===== config.mk =====
export PLATFORM = sky130hd
export DESIGN_NAME = line_buffer_ctrl
export DESIGN_NICKNAME = d
export VERILOG_FILES = /design/src/rtl/line_buffer_ctrl_pkg.sv /design/src/rtl/line_buffer_ctrl.sv
export SDC_FILE = /design/constraint.sdc
export NUM_CORES = 1
export LEC_CHECK = 0
export CELL_PAD_IN_SITES_DETAIL_PLACEMENT = 1
export CELL_PAD_IN_SITES_GLOBAL_PLACEMENT = 1
export CORE_UTILIZATION = 25
export CTS_CLUSTER_SIZE = 24
export DETAILED_ROUTE_END_ITERATION = 6
export HOLD_SLACK_MARGIN = 0.06
export PLACE_DENSITY = 0.61
export SYNTH_ARGS = -nofsm -noshare
export SYNTH_HDL_FRONTEND = slang
export SYNTH_SLANG_ARGS = --single-unit

===== constraint.sdc =====
create_clock -name clk -period 2.6 [get_ports clk]
set_input_delay 0.26 -clock clk [delete_from_list [all_inputs] [get_ports clk]]
set_output_delay 0.26 -clock clk [all_outputs]
set_load 0.005 [all_outputs]

===== src/rtl/line_buffer_ctrl_pkg.sv =====
// Shared definitions for the 3-row line-buffer controller.
// No logic here: only the FSM state encoding and dimension limits.
// Backpressure: not applicable.
package line_buffer_ctrl_pkg;

  typedef enum logic [1:0] {
    ST_IDLE  = 2'd0,
    ST_RUN   = 2'd1,
    ST_FLUSH = 2'd2
  } state_e;

  // Smallest image side that still yields a 3x3 window.
  localparam int MIN_DIM = 3;

endpackage


===== src/rtl/line_buffer_ctrl.sv =====
// Line-buffer controller: raster pixel intake, wen/ren strobes, 3x3 window announce, drain.
// Latency: wen/ren same cycle as the pixel handshake; m_valid one cycle after the completing pixel.
// Backpressure: a pending unconsumed window stalls s_ready/wen/ren so the buffer outputs freeze.
module line_buffer_ctrl
  import line_buffer_ctrl_pkg::*;
#(
  parameter int ADDR_BIT = 3,
  parameter int ROW_BIT  = 8
) (
  input  logic                clk,
  input  logic                rst,
  input  logic                start,
  input  logic [ADDR_BIT:0]   width,
  input  logic [ROW_BIT-1:0]  height,
  input  logic                s_valid,
  output logic                s_ready,
  input  logic [2:0]          empty,
  input  logic [2:0]          almost_full,
  output logic                wen,
  output logic                ren,
  output logic [ADDR_BIT:0]   depth,
  output logic                m_valid,
  input  logic                m_ready,
  output logic [ROW_BIT-1:0]  win_row,
  output logic [ADDR_BIT:0]   win_col,
  output logic                busy,
  output logic                done,
  output logic                err
);

  localparam int CW = ADDR_BIT + 1;
  localparam int PW = ADDR_BIT + ROW_BIT;

  localparam logic [CW-1:0]      MIN_W = CW'(MIN_DIM);
  localparam logic [CW-1:0]      MAX_W = CW'(1) << ADDR_BIT;
  localparam logic [ROW_BIT-1:0] MIN_H = ROW_BIT'(MIN_DIM);

  state_e               state_q, state_d;
  logic [CW-1:0]        w_q, w_d;
  logic [ROW_BIT-1:0]   h_q, h_d;
  logic [CW-1:0]        col_q, col_d;
  logic [ROW_BIT-1:0]   row_q, row_d;
  logic [PW-1:0]        prime_q, prime_d;
  logic                 last_q, last_d;
  logic                 m_valid_q, m_valid_d;
  logic [ROW_BIT-1:0]   win_row_q, win_row_d;
  logic [CW-1:0]        win_col_q, win_col_d;
  logic                 err_q, err_d;

  logic [PW-1:0]        prime_tgt;
  logic                 primed, hold, acc, drained, col_end, row_end;
  logic                 unused_af;

  // Only row 0 almost-full guards writes; upper rows are fed by the buffer itself.
  assign unused_af = ^almost_full[2:1];

  // Handshake, strobes and status derived from current state.
  always_comb begin
    prime_tgt = (PW'(w_q) << 1) + PW'(2);
    primed    = (prime_q == prime_tgt);
    hold      = m_valid_q & ~m_ready;
    drained   = (empty == 3'b111);
    s_ready   = (state_q == ST_RUN) & ~hold & ~last_q;
    acc       = s_valid & s_ready;
    wen       = acc;
    ren       = (acc & primed) | ((state_q == ST_FLUSH) & ~drained);
    done      = (state_q == ST_FLUSH) & drained;
    busy      = (state_q == ST_RUN) | ((state_q == ST_FLUSH) & ~drained);
    col_end   = (col_q == w_q - CW'(1));
    row_end   = (row_q == h_q - ROW_BIT'(1));
  end

  // Next-state: frame setup, position counters, window announce, error flag.
  always_comb begin
    state_d   = state_q;
    w_d       = w_q;
    h_d       = h_q;
    col_d     = col_q;
    row_d     = row_q;
    prime_d   = prime_q;
    last_d    = last_q;
    m_valid_d = m_valid_q;
    win_row_d = win_row_q;
    win_col_d = win_col_q;
    err_d     = err_q;
    case (state_q)
      ST_IDLE: begin
        if (start) begin
          if (width >= MIN_W && width <= MAX_W && height >= MIN_H) begin
            state_d   = ST_RUN;
            w_d       = width;
            h_d       = height;
            col_d     = '0;
            row_d     = '0;
            prime_d   = '0;
            last_d    = 1'b0;
            m_valid_d = 1'b0;
            err_d     = 1'b0;
          end else begin
            err_d = 1'b1;
          end
        end
      end
      ST_RUN: begin
        if (m_valid_q & m_ready) begin
          m_valid_d = 1'b0;
          // The last pixel always completes a window; its consumption ends intake.
          if (last_q) state_d = ST_FLUSH;
        end
        if (acc) begin
          if (!primed) prime_d = prime_q + PW'(1);
          if (row_q >= ROW_BIT'(2) && col_q >= CW'(2)) begin
            m_valid_d = 1'b1;
            win_row_d = row_q - ROW_BIT'(2);
            win_col_d = col_q - CW'(2);
          end
          if (col_end) begin
            col_d = '0;
            row_d = row_q + ROW_BIT'(1);
            if (row_end) last_d = 1'b1;
          end else begin
            col_d = col_q + CW'(1);
          end
          if (almost_full[0]) err_d = 1'b1;
        end
      end
      ST_FLUSH: begin
        if (drained) state_d = ST_IDLE;
      end
      default: state_d = ST_IDLE;
    endcase
  end

  // State registers with asynchronous reset.
  always_ff @(posedge clk or posedge rst) begin
    if (rst) begin
      state_q   <= ST_IDLE;
      w_q       <= '0;
      h_q       <= '0;
      col_q     <= '0;
      row_q     <= '0;
      prime_q   <= '0;
      last_q    <= 1'b0;
      m_valid_q <= 1'b0;
      win_row_q <= '0;
      win_col_q <= '0;
      err_q     <= 1'b0;
    end else begin
      state_q   <= state_d;
      w_q       <= w_d;
      h_q       <= h_d;
      col_q     <= col_d;
      row_q     <= row_d;
      prime_q   <= prime_d;
      last_q    <= last_d;
      m_valid_q <= m_valid_d;
      win_row_q <= win_row_d;
      win_col_q <= win_col_d;
      err_q     <= err_d;
    end
  end

  assign depth   = w_q;
  assign m_valid = m_valid_q;
  assign win_row = win_row_q;
  assign win_col = win_col_q;
  assign err     = err_q;

endmodule


==> flow_summary.yaml <==
synth:
  synth-seq-area-share_pct: 43.70
  muxShareOfSynthArea_pct: 0.3361
  yosysTopAreaCellShare_pct: 43.70
  ys_types: 42
  synth_xor_area_share_pct: 10.88
  yosys.area_share.simple_pct: 23.99
  yosys.area.top_type: "dfrtp_1"
  synthAdderAreaFrac_pct: 5.042
  synth_area_per_cell_sq_um: 8.997
  synth_top_family_by_area: "simple AND/OR/NAND/NOR gates"
  synthesis.area_sq_mm: 0.002978
  synth_compound_area_share_pct: 11.43
  ys_warn_count: 0
  syn-num-nets: 366
  yosysMostFrequentCell: "nand2_1"
  synth_area_leaders: "dfrtp_1 (44%), nand2_1 (6.9%), xor2_1 (5.6%), xnor2_1 (5.3%), ha_1 (5.0%)"
  async_flop_share_pct: 100.0
  synth_common_cells: "nand2_1 (55), dfrtp_1 (52), o21ai_0 (29), xor2_1 (19)"
  syn_inst: 331
  synth_top_flop_cell: "dfrtp_1"
  ys_ff_latch: 52
  synth-edff-count: 0
finish:
  stdcell_area_sq_mm: 0.003840
  final_util_pct: 33.34
  stdcell_count: 525
  num_antenna_cells: 0
  layout.nets: 416
  synthToLayoutAreaGrowth_pct: 28.95
  drive_gt1_share_pct: 8.639
  nFillCells: 1367
route:
  vias_per_cell: 4.752
  routed.top_layer: "met4"
  post_drt_wl_per_cell_microns: 15.04
  final_antenna_net_count: 0
  met1_length_mm: 4.008
  num_vias: 2495
  drcViolationCount: 12
  drtIter0Drc: 126
  met3_length_microns: 253
  first_pass_iters: 6
  met2WireLength_mm: 3.540
  drt-total-wl_mm: 7.895
grt:
  gr-total-overflow: 0
  grt_pass1_wl_mm: 13.19
  antenna_found_initial: 0
  grt_pass1_vias: 2537
  grt_max_degree: 33
  grt_usage_pct: 13.36
placed_design:
  gp_congestion: 0.7363
  placedInstanceArea_sq_mm: 0.003638
  dp_cells: 516
  dpl.hpwl_mm: 6.065
  io_buffer_count: 43
clock_network:
  cts_tree: "built"
  htree_levels: 2
  cts_buffers: 5
  path_clk_slew_ps: 70
  cts-root-buf: "clkbuf_16"
  clockBufferDepth: 2
  hold_buffers: 0
  clock_latency_ps: 290
  clock_sinks: 52
power:
  p_total_mw: 3.750
  vdd_drop_max_mv: 0.2809
  leakagePower_nw: 1.745
  power_density_mw_per_mm2: 976.6
timing:
  finalSetupViolations: 0
  fin_crit_sh_pct: 89.54
  fin_crit_ps: 2328
  fmax_ghz: 0.4296
  worst_pin_slew_ps: 488.7
  slew_violations: 0
  finClkSkew_ps: 3.490
  rsz0062_at_grt: "no"
  finalHoldViolCount: 0
  relSlewSlack_pct: 67.12
worst_hold_path:
  holdCritPathClass: "primary input to async pin"
flow_run:
  drv_cap: 0
critical_path:
  critPathMaxFanout: 10
  cp-start-kind: "primary input"
  path_class: "primary input to flop"
  worstPathArrival_ps: 2500
  startpoint: "height[2]"
  crit_required_ps: 2770
  cp-end-kind: "flop"
  r2r-start: "depth[1]"
die:
  num_rows: 39
  die_area_sq_mm: 0.01235
  die_w_microns: 111.1
  core_sq_mm: 0.01152
  die_height_microns: 111.1
  ios: 46
  start_util_pct: 25.86
outcome:
  violations: "DRC"
  status: "complete, but fails checks"
## per-layer routing
metal,up-vias,GRT usage (%)
met5,-,0
met4,0,4.054
met3,6,2.078
met2,44,21.51
met1,1206,18.42
li1,1239,-
## cell families after synthesis
family | Yosys count
compound gates | 56
xor+xnor | 37
fa+ha+maj | 12
buf+inv | 32
flops | 52
mux | 1
simple gates | 141
## area by class of cell
cell class | instances | area, sq um | share of cell area [%]
inverter | 15 | 56.30 | 1.466
timing repair buffer | 60 | 573.1 | 14.92
sequential | 52 | 1303 | 33.92
tap | 143 | 178.9 | 4.660
clock inverter | 3 | 42.54 | 1.108
clock buffer | 5 | 125.1 | 3.258
multi-input combinational | 247 | 1562 | 40.66
## critical path, cell delays in order
cell and delay (ps):
clkdlybuf4s50_1 410, or4_1 560, or4_1 430, and3_1 260
buf_4 200, nand4_1 110, xor2_1 180, nor2_1 80
## report_power, final
part / total [mW] / switching (mW) / internal, mW
Sequential: 1.44 / 0.364 / 1.07
Combinational: 1.56 / 0.754 / 0.802
Clock: 0.756 / 0.304 / 0.453
## per-stage QoR
step | TNS [ps] | hold slack (ps) | worst slack, ps
after floorplan | 0 | 365.4 | 483.7
after global placement | 0 | 464.9 | 32.47
after detailed placement | -40.82 | 474.7 | -40.82
after CTS | 0 | 330.0 | 24.12
after global routing | 0 | 357.9 | 163.1
final | 0 | 311.1 | 272.1
## placed cells by master (no fill, tap or decap), types with 4 or more instances in the layout
cell and n:
clkdlybuf4s50_1 42, o21ai_0 29, and2_1 4, ha_1 12, nor4_1 4, a21oi_1 8
o211ai_1 4, nor2_1 18, nand2_1 55, and3_1 8, clkbuf_16 5, buf_4 16
or3_1 4, or4_1 4, xnor2_1 18, nand4_1 11, nand3_1 10, dfrtp_1 51
o31ai_1 4, inv_1 14, xor2_1 19
## path summary, 6_finish.rpt
path / slack [ps] / depth (start not counted) / to
setup / recovery: 270 / 8 / prime_q[8]
hold / removal: 310 / 2 / win_col[3]
setup reg to reg: 430 / 8 / prime_q[4]
hold reg to reg: 480 / 2 / win_row[5]
max in group asynchronous: 1730 / 3 / depth[1]
min in group clk: 480 / 2 / win_row[5]
## flip-flops by register name, indices dropped and copies added (netlist names), 2 cells and up
signal / count
col_q: 4
depth: 4
prime_q: 11
row_q: 8
win_col: 4
state_q: 2
h_q: 8
win_row: 8
## what timing repair did
item,CTS,global route
gates resized for setup,0,7
endpoints found under the setup margin,0,1
buffers inserted,0,1
No activity file was read; power rests on OpenSTA's default activity.
